File: src/rtl/present_pkg.sv
// Shared definitions for the iterative PRESENT-style core: S-box tables,
// FSM state encoding and width-generic substitution/permutation helpers.
package present_pkg;

  // Helpers operate on a fixed maximum width; callers zero-extend and truncate.
  localparam int MAX_W = 128;
  localparam int IDX_W = $clog2(MAX_W);

  // Nibble i of each table holds the substitution for input value i.
  localparam logic [63:0] SBOX_TABLE     = 64'h21748FE3DA09B65C;
  localparam logic [63:0] INV_SBOX_TABLE = 64'hA970364BD21C8FE5;

  typedef enum logic [1:0] {
    IDLE,
    KEXP,
    ROUND,
    DONE
  } state_t;

  function automatic logic [3:0] sbox(input logic [3:0] x);
    return SBOX_TABLE[{x, 2'b00} +: 4];
  endfunction

  function automatic logic [3:0] inv_sbox(input logic [3:0] x);
    return INV_SBOX_TABLE[{x, 2'b00} +: 4];
  endfunction

  // Destination of bit j; the top bit of the block is a fixed point.
  function automatic int p_dest(input int j, input int w);
    if (j == w - 1) return j;
    return (j * (w / 4)) % (w - 1);
  endfunction

  function automatic logic [MAX_W-1:0] p_layer(input logic [MAX_W-1:0] s, input int w);
    logic [MAX_W-1:0] r;
    r = '0;
    for (int j = 0; j < MAX_W; j++) begin
      if (j < w) r[IDX_W'(p_dest(j, w))] = s[IDX_W'(j)];
    end
    return r;
  endfunction

  function automatic logic [MAX_W-1:0] p_layer_inv(input logic [MAX_W-1:0] s, input int w);
    logic [MAX_W-1:0] r;
    r = '0;
    for (int j = 0; j < MAX_W; j++) begin
      if (j < w) r[IDX_W'(j)] = s[IDX_W'(p_dest(j, w))];
    end
    return r;
  endfunction

  function automatic logic [MAX_W-1:0] s_layer(input logic [MAX_W-1:0] s, input int w,
                                               input logic inv);
    logic [MAX_W-1:0] r;
    r = '0;
    for (int n = 0; n < MAX_W / 4; n++) begin
      if (n < w / 4) begin
        r[IDX_W'(4 * n) +: 4] = inv ? inv_sbox(s[IDX_W'(4 * n) +: 4])
                                    : sbox(s[IDX_W'(4 * n) +: 4]);
      end
    end
    return r;
  endfunction

endpackage

File: src/rtl/present_key_step.sv
// One key-schedule step in either direction; the inverse step exactly undoes
// the forward step carrying the same round index.
module present_key_step
  import present_pkg::*;
#(
  parameter int KEY_W   = 20,
  parameter int KEY_ROT = 15
) (
  input  logic [KEY_W-1:0] key,
  input  logic [4:0]       round_idx,
  input  logic             decrypt,
  output logic [KEY_W-1:0] next_key
);

  logic [KEY_W-1:0] rotated;
  logic [KEY_W-1:0] fwd;
  logic [KEY_W-1:0] undone;
  logic [KEY_W-1:0] inv;

  always_comb begin
    rotated = (key << KEY_ROT) | (key >> (KEY_W - KEY_ROT));
    fwd = rotated;
    fwd[KEY_W-1 -: 4] = sbox(rotated[KEY_W-1 -: 4]);
    fwd[4:0] = rotated[4:0] ^ round_idx;

    // Undo in reverse order: round constant, top-nibble S-box, then rotation.
    undone = key;
    undone[4:0] = key[4:0] ^ round_idx;
    undone[KEY_W-1 -: 4] = inv_sbox(key[KEY_W-1 -: 4]);
    inv = (undone >> KEY_ROT) | (undone << (KEY_W - KEY_ROT));

    next_key = decrypt ? inv : fwd;
  end

endmodule

File: src/rtl/present_iter_core.sv
// Iterative block cipher core: one round per cycle through a single shared
// round datapath, with a one-entry cache of the fully expanded decrypt key.
module present_iter_core
  import present_pkg::*;
#(
  parameter int BLOCK_W = 16,
  parameter int KEY_W   = 20,
  parameter int ROUNDS  = 7,
  parameter int KEY_ROT = 15
) (
  input  logic               clk,
  input  logic               rst_n,
  input  logic               in_valid,
  output logic               in_ready,
  input  logic               in_decrypt,
  input  logic [BLOCK_W-1:0] in_block,
  input  logic [KEY_W-1:0]   in_key,
  output logic               out_valid,
  input  logic               out_ready,
  output logic [BLOCK_W-1:0] out_block
);

  state_t state;
  state_t state_next;

  logic [BLOCK_W-1:0] data;
  logic [BLOCK_W-1:0] mixed;
  logic [BLOCK_W-1:0] stage;
  logic [BLOCK_W-1:0] round_out;
  logic [BLOCK_W-1:0] data_next;
  logic [KEY_W-1:0]   key_reg;
  logic [KEY_W-1:0]   step_key;
  logic [KEY_W-1:0]   cache_tag;
  logic [KEY_W-1:0]   cache_key;
  logic [4:0]         cnt;
  logic [4:0]         step_round;
  logic               dec;
  logic               cache_valid;
  logic               cache_hit;
  logic               last;
  logic               step_inv;

  assign cache_hit = cache_valid && (cache_tag == in_key);
  assign last      = (cnt == 5'(ROUNDS - 1));

  // Decrypt rounds walk the schedule backwards, so key_reg always holds the
  // key state of the round being executed and step_key the neighbouring one.
  assign step_inv   = (state == ROUND) && dec;
  assign step_round = step_inv ? (5'(ROUNDS) - cnt) : (cnt + 5'd1);

  present_key_step #(
    .KEY_W  (KEY_W),
    .KEY_ROT(KEY_ROT)
  ) u_key_step (
    .key      (key_reg),
    .round_idx(step_round),
    .decrypt  (step_inv),
    .next_key (step_key)
  );

  always_comb begin
    stage     = '0;
    round_out = '0;
    mixed     = data ^ key_reg[KEY_W-1 -: BLOCK_W];
    if (dec) begin
      stage     = BLOCK_W'(p_layer_inv(MAX_W'(mixed), BLOCK_W));
      round_out = BLOCK_W'(s_layer(MAX_W'(stage), BLOCK_W, 1'b1));
    end else begin
      stage     = BLOCK_W'(s_layer(MAX_W'(mixed), BLOCK_W, 1'b0));
      round_out = BLOCK_W'(p_layer(MAX_W'(stage), BLOCK_W));
    end
    // On the final round step_key is k_ROUNDS (encrypt) or k0 (decrypt).
    data_next = last ? (round_out ^ step_key[KEY_W-1 -: BLOCK_W]) : round_out;
  end

  always_ff @(posedge clk or negedge rst_n) begin
    if (!rst_n) state <= IDLE;
    else        state <= state_next;
  end

  always_comb begin
    state_next = state;
    in_ready   = 1'b0;
    out_valid  = 1'b0;
    out_block  = '0;
    case (state)
      IDLE: begin
        in_ready = 1'b1;
        if (in_valid) state_next = (in_decrypt && !cache_hit) ? KEXP : ROUND;
      end
      KEXP: begin
        if (last) state_next = ROUND;
      end
      ROUND: begin
        if (last) state_next = DONE;
      end
      DONE: begin
        out_valid = 1'b1;
        out_block = data;
        if (out_ready) state_next = IDLE;
      end
      default: state_next = IDLE;
    endcase
  end

  always_ff @(posedge clk or negedge rst_n) begin
    if (!rst_n) begin
      data        <= '0;
      key_reg     <= '0;
      cnt         <= '0;
      dec         <= 1'b0;
      cache_valid <= 1'b0;
      cache_tag   <= '0;
      cache_key   <= '0;
    end else begin
      case (state)
        IDLE: begin
          if (in_valid) begin
            data <= in_block;
            dec  <= in_decrypt;
            cnt  <= '0;
            key_reg <= (in_decrypt && cache_hit) ? cache_key : in_key;
            // The tag is claimed now but only trusted once expansion finishes.
            if (in_decrypt && !cache_hit) begin
              cache_valid <= 1'b0;
              cache_tag   <= in_key;
            end
          end
        end
        KEXP: begin
          key_reg <= step_key;
          cnt     <= last ? 5'd0 : cnt + 5'd1;
          if (last) begin
            cache_valid <= 1'b1;
            cache_key   <= step_key;
          end
        end
        ROUND: begin
          data    <= data_next;
          key_reg <= step_key;
          cnt     <= cnt + 5'd1;
        end
        default: ;
      endcase
    end
  end

endmodule

File: config.mk
export PLATFORM = sky130hd
export DESIGN_NAME = present_iter_core
export DESIGN_NICKNAME = d
export VERILOG_FILES = /design/src/rtl/present_pkg.sv /design/src/rtl/present_key_step.sv /design/src/rtl/present_iter_core.sv
export SDC_FILE = /design/constraint.sdc
export NUM_CORES = 1
export LEC_CHECK = 0
export CORE_UTILIZATION = 30
export DETAILED_ROUTE_END_ITERATION = 7
export PLACE_DENSITY_LB_ADDON = 0.08
export SLEW_MARGIN = 20
export SYNTH_ARGS = -nofsm -noshare
export SYNTH_HDL_FRONTEND = slang
export SYNTH_SLANG_ARGS = --single-unit
File: constraint.sdc
create_clock -name clk -period 3.7 [get_ports clk]
set_input_delay 0.74 -clock clk [delete_from_list [all_inputs] [get_ports clk]]
set_output_delay 0.74 -clock clk [all_outputs]
set_load 0.02 [all_outputs]
==> flow_metrics.tcl <==
set metrics [dict create \
    initial_core_util_pct 30.90 \
    gp_congestion 0.7990 \
    r2r-start "key_reg[13]" \
    nFillCells 2292 \
    cts.path.max_buffers 2 \
    synth_area_um2 7081 \
    ios 59 \
    crit_required_ps 2960 \
    arrival_ps 2400 \
    rsz0062_at_grt "no" \
    min_period_ps 3140 \
    numPortBuffers 58 \
    wl_per_cell_um 19.47 \
    synth_area_leaders "dfrtp_1 30%, ha_1 11%, mux2i_1 6.1%" \
    synth-seq-cells 85 \
    worst_setup_path_start_kind "flop" \
    die-width_um 155.6 \
    critPathLaunch "state[1]" \
    synth_top_flop_cell "dfrtp_1" \
    ant_nets 0 \
    yosys_warnings 0 \
    insertion_delay_ps 360 \
    critPathMaxStageDelay_ps 750 \
    tightestPinTransition_ps 869.3 \
    max_freq_ghz 0.3184 \
    die-area_um2 24220 \
    grt.overflow.total 0 \
    dr.first_iter.drc_count 355 \
    cts_setup_buffers 0 \
    setup_violations 0 \
    crit_type "flop to primary output" \
    grt_use_total_pct 18.66 \
    slew_headroom_pct 41.91 \
    synth_most_common_cell "dfrtp_1" \
    routed_via_density 5.140 \
    critPathSlowestCell "ha_1" \
    grt_max_degree 62 \
    cts_made_buffers 9 \
    drcViolationCount 0 \
    multi_input_area_um2 4591 \
    h-tree-depth 3 \
    antenna_found_initial 0 \
    yosys-top-cells-count "85 x dfrtp_1, 60 x a21oi_1, 60 x ha_1" \
    syn_inst 742 \
    fin_nets 893 \
    layout-drive-gt1-share_pct 10.79 \
    synth-edff-count 0 \
    status "finished clean" \
    fp.coreArea_um2 22920 \
    drv_slew 0 \
    clk_pin_slew_ps 70 \
    finalHoldViolCount 0 \
    clock_skew_ps 11.82 \
    cts.sink_count 85 \
    yosys.cell_types.count 60 \
    hp-class "primary input to async pin" \
    crit_fanout 19 \
    detail_route.wirelength_um 21630 \
    holdBufCountCts 0 \
    cts_tree "built" \
    cts_resized 0 \
    path_cells "ha_1 -> and2_2 -> clkdlybuf4s50_1" \
    yosysTopAreaCell "dfrtp_1" \
    fin_setup_tns_ps 0 \
    area_delta_synth_final_pct 18.08 \
    vias 5711 \
    syn-num-nets 843 \
    synth-async-reset-ratio_pct 100.0 \
    critPathCaptureType "primary output" \
    seq_area_um2 2127 \
    synth_top_area_share_pct 30.04 \
    rows 55 \
    drt_pre_antenna_iters 5 \
    grt_pass1_wl_um 34100 \
    place_hpwl_um 16380 \
    syn_area_per_cell_um2 9.543 \
    root_buffer "clkbuf_16" \
    drv_cap 0 \
    ys_seq_area_share_pct 30.04 \
    die_h_um 155.6 \
    grt_pass1_vias 5773 \
    final.period_utilization_pct 84.87 \
]
-- stage by stage --
stage / utilization (%) / hold WS (ps) / cells / worst slack, ps / instance area [um^2]
final: 36.48 / 467.3 / 1111 / 559.7 / 8361
after global routing: 36.47 / 511.7 / 1110 / 455.9 / 8358
after CTS: 36.47 / 487.1 / 1110 / 505.7 / 8358
after detailed placement: 35.03 / 470.1 / 1094 / 597.0 / 8028
after global placement: 35.03 / 466.2 / 1094 / 649.7 / 8028
after floorplan: - / 444.4 / 742 / 1295 / 7081
-- worst max-delay path: cells and delay by family, from the launching register on --
kind          cells  cell delay [ps]
buf+inv           1              600
fa+ha+maj         1              750
simple gates      1              270
flops             1              420
-- cell families after synthesis --
| logic type | share of synthesized area, % |
|---|---|
| adders and majority gates | 10.60 |
| DFF | 30.04 |
| xor gates and xnor gates | 10.97 |
| muxes | 15.41 |
| AOI/OAI and AO/OA | 15.69 |
| buffers and inverters | 5.248 |
| and+or+nand+nor | 12.03 |
-- metal layers --
layer,vias to the layer above,wire (um),track usage (%)
met2,108,10410,31.07
met3,14,833,3.250
met1,2847,10120,25.24
li1,2742,-,-
met4,0,262,3.922
met5,-,0,0
-- final cells by class --
type                            instances  share of cell area [%]
Timing Repair Buffer                   83                   9.159
Antenna cell                            1                 0.02993
Tap cell                              313                   4.684
Multi-Input combinational cell        573                   54.91
Inverter                               40                   1.826
Sequential cell                        85                   25.44
Clock buffer                            9                   2.694
Clock inverter                          7                   1.257
-- cells in the final DEF, fill, tap and decap left out, types with 6 or more instances in the layout --
cell type	netlist	final
dfrtp_1	85	85
o21ai_1	21	22
mux4_2	14	14
and2_1	15	15
mux2i_1	43	43
inv_1	33	33
nor2_1	51	51
buf_4	2	26
mux2_1	21	21
nand2_1	48	48
ha_1	60	60
a221oi_1	15	15
xor2_1	23	23
a311oi_1	8	8
a21oi_1	60	60
inv_2	6	6
clkbuf_16	0	9
o21ai_0	30	29
xnor2_2	6	6
nor3b_1	16	15
a211oi_1	9	9
a31oi_1	6	6
clkdlybuf4s50_1	0	57
nor3_1	8	8
nand3_1	9	9
xnor2_1	39	39
-- worst paths after layout --
path / end / slack (ps) / depth (start not counted)
min in group clk: cache_key[12] / 490 / 2
worst max-delay path: out_block[8] / 560 / 3
max in group asynchronous: key_reg[0] / 2440 / 2
worst min-delay path: data[7] / 470 / 1
worst max register to register: data[14] / 840 / 8
worst min register to register: cache_key[12] / 490 / 2
Power is not shown: default switching activity piles up to over one toggle a cycle in this logic, so the estimate is an artifact.
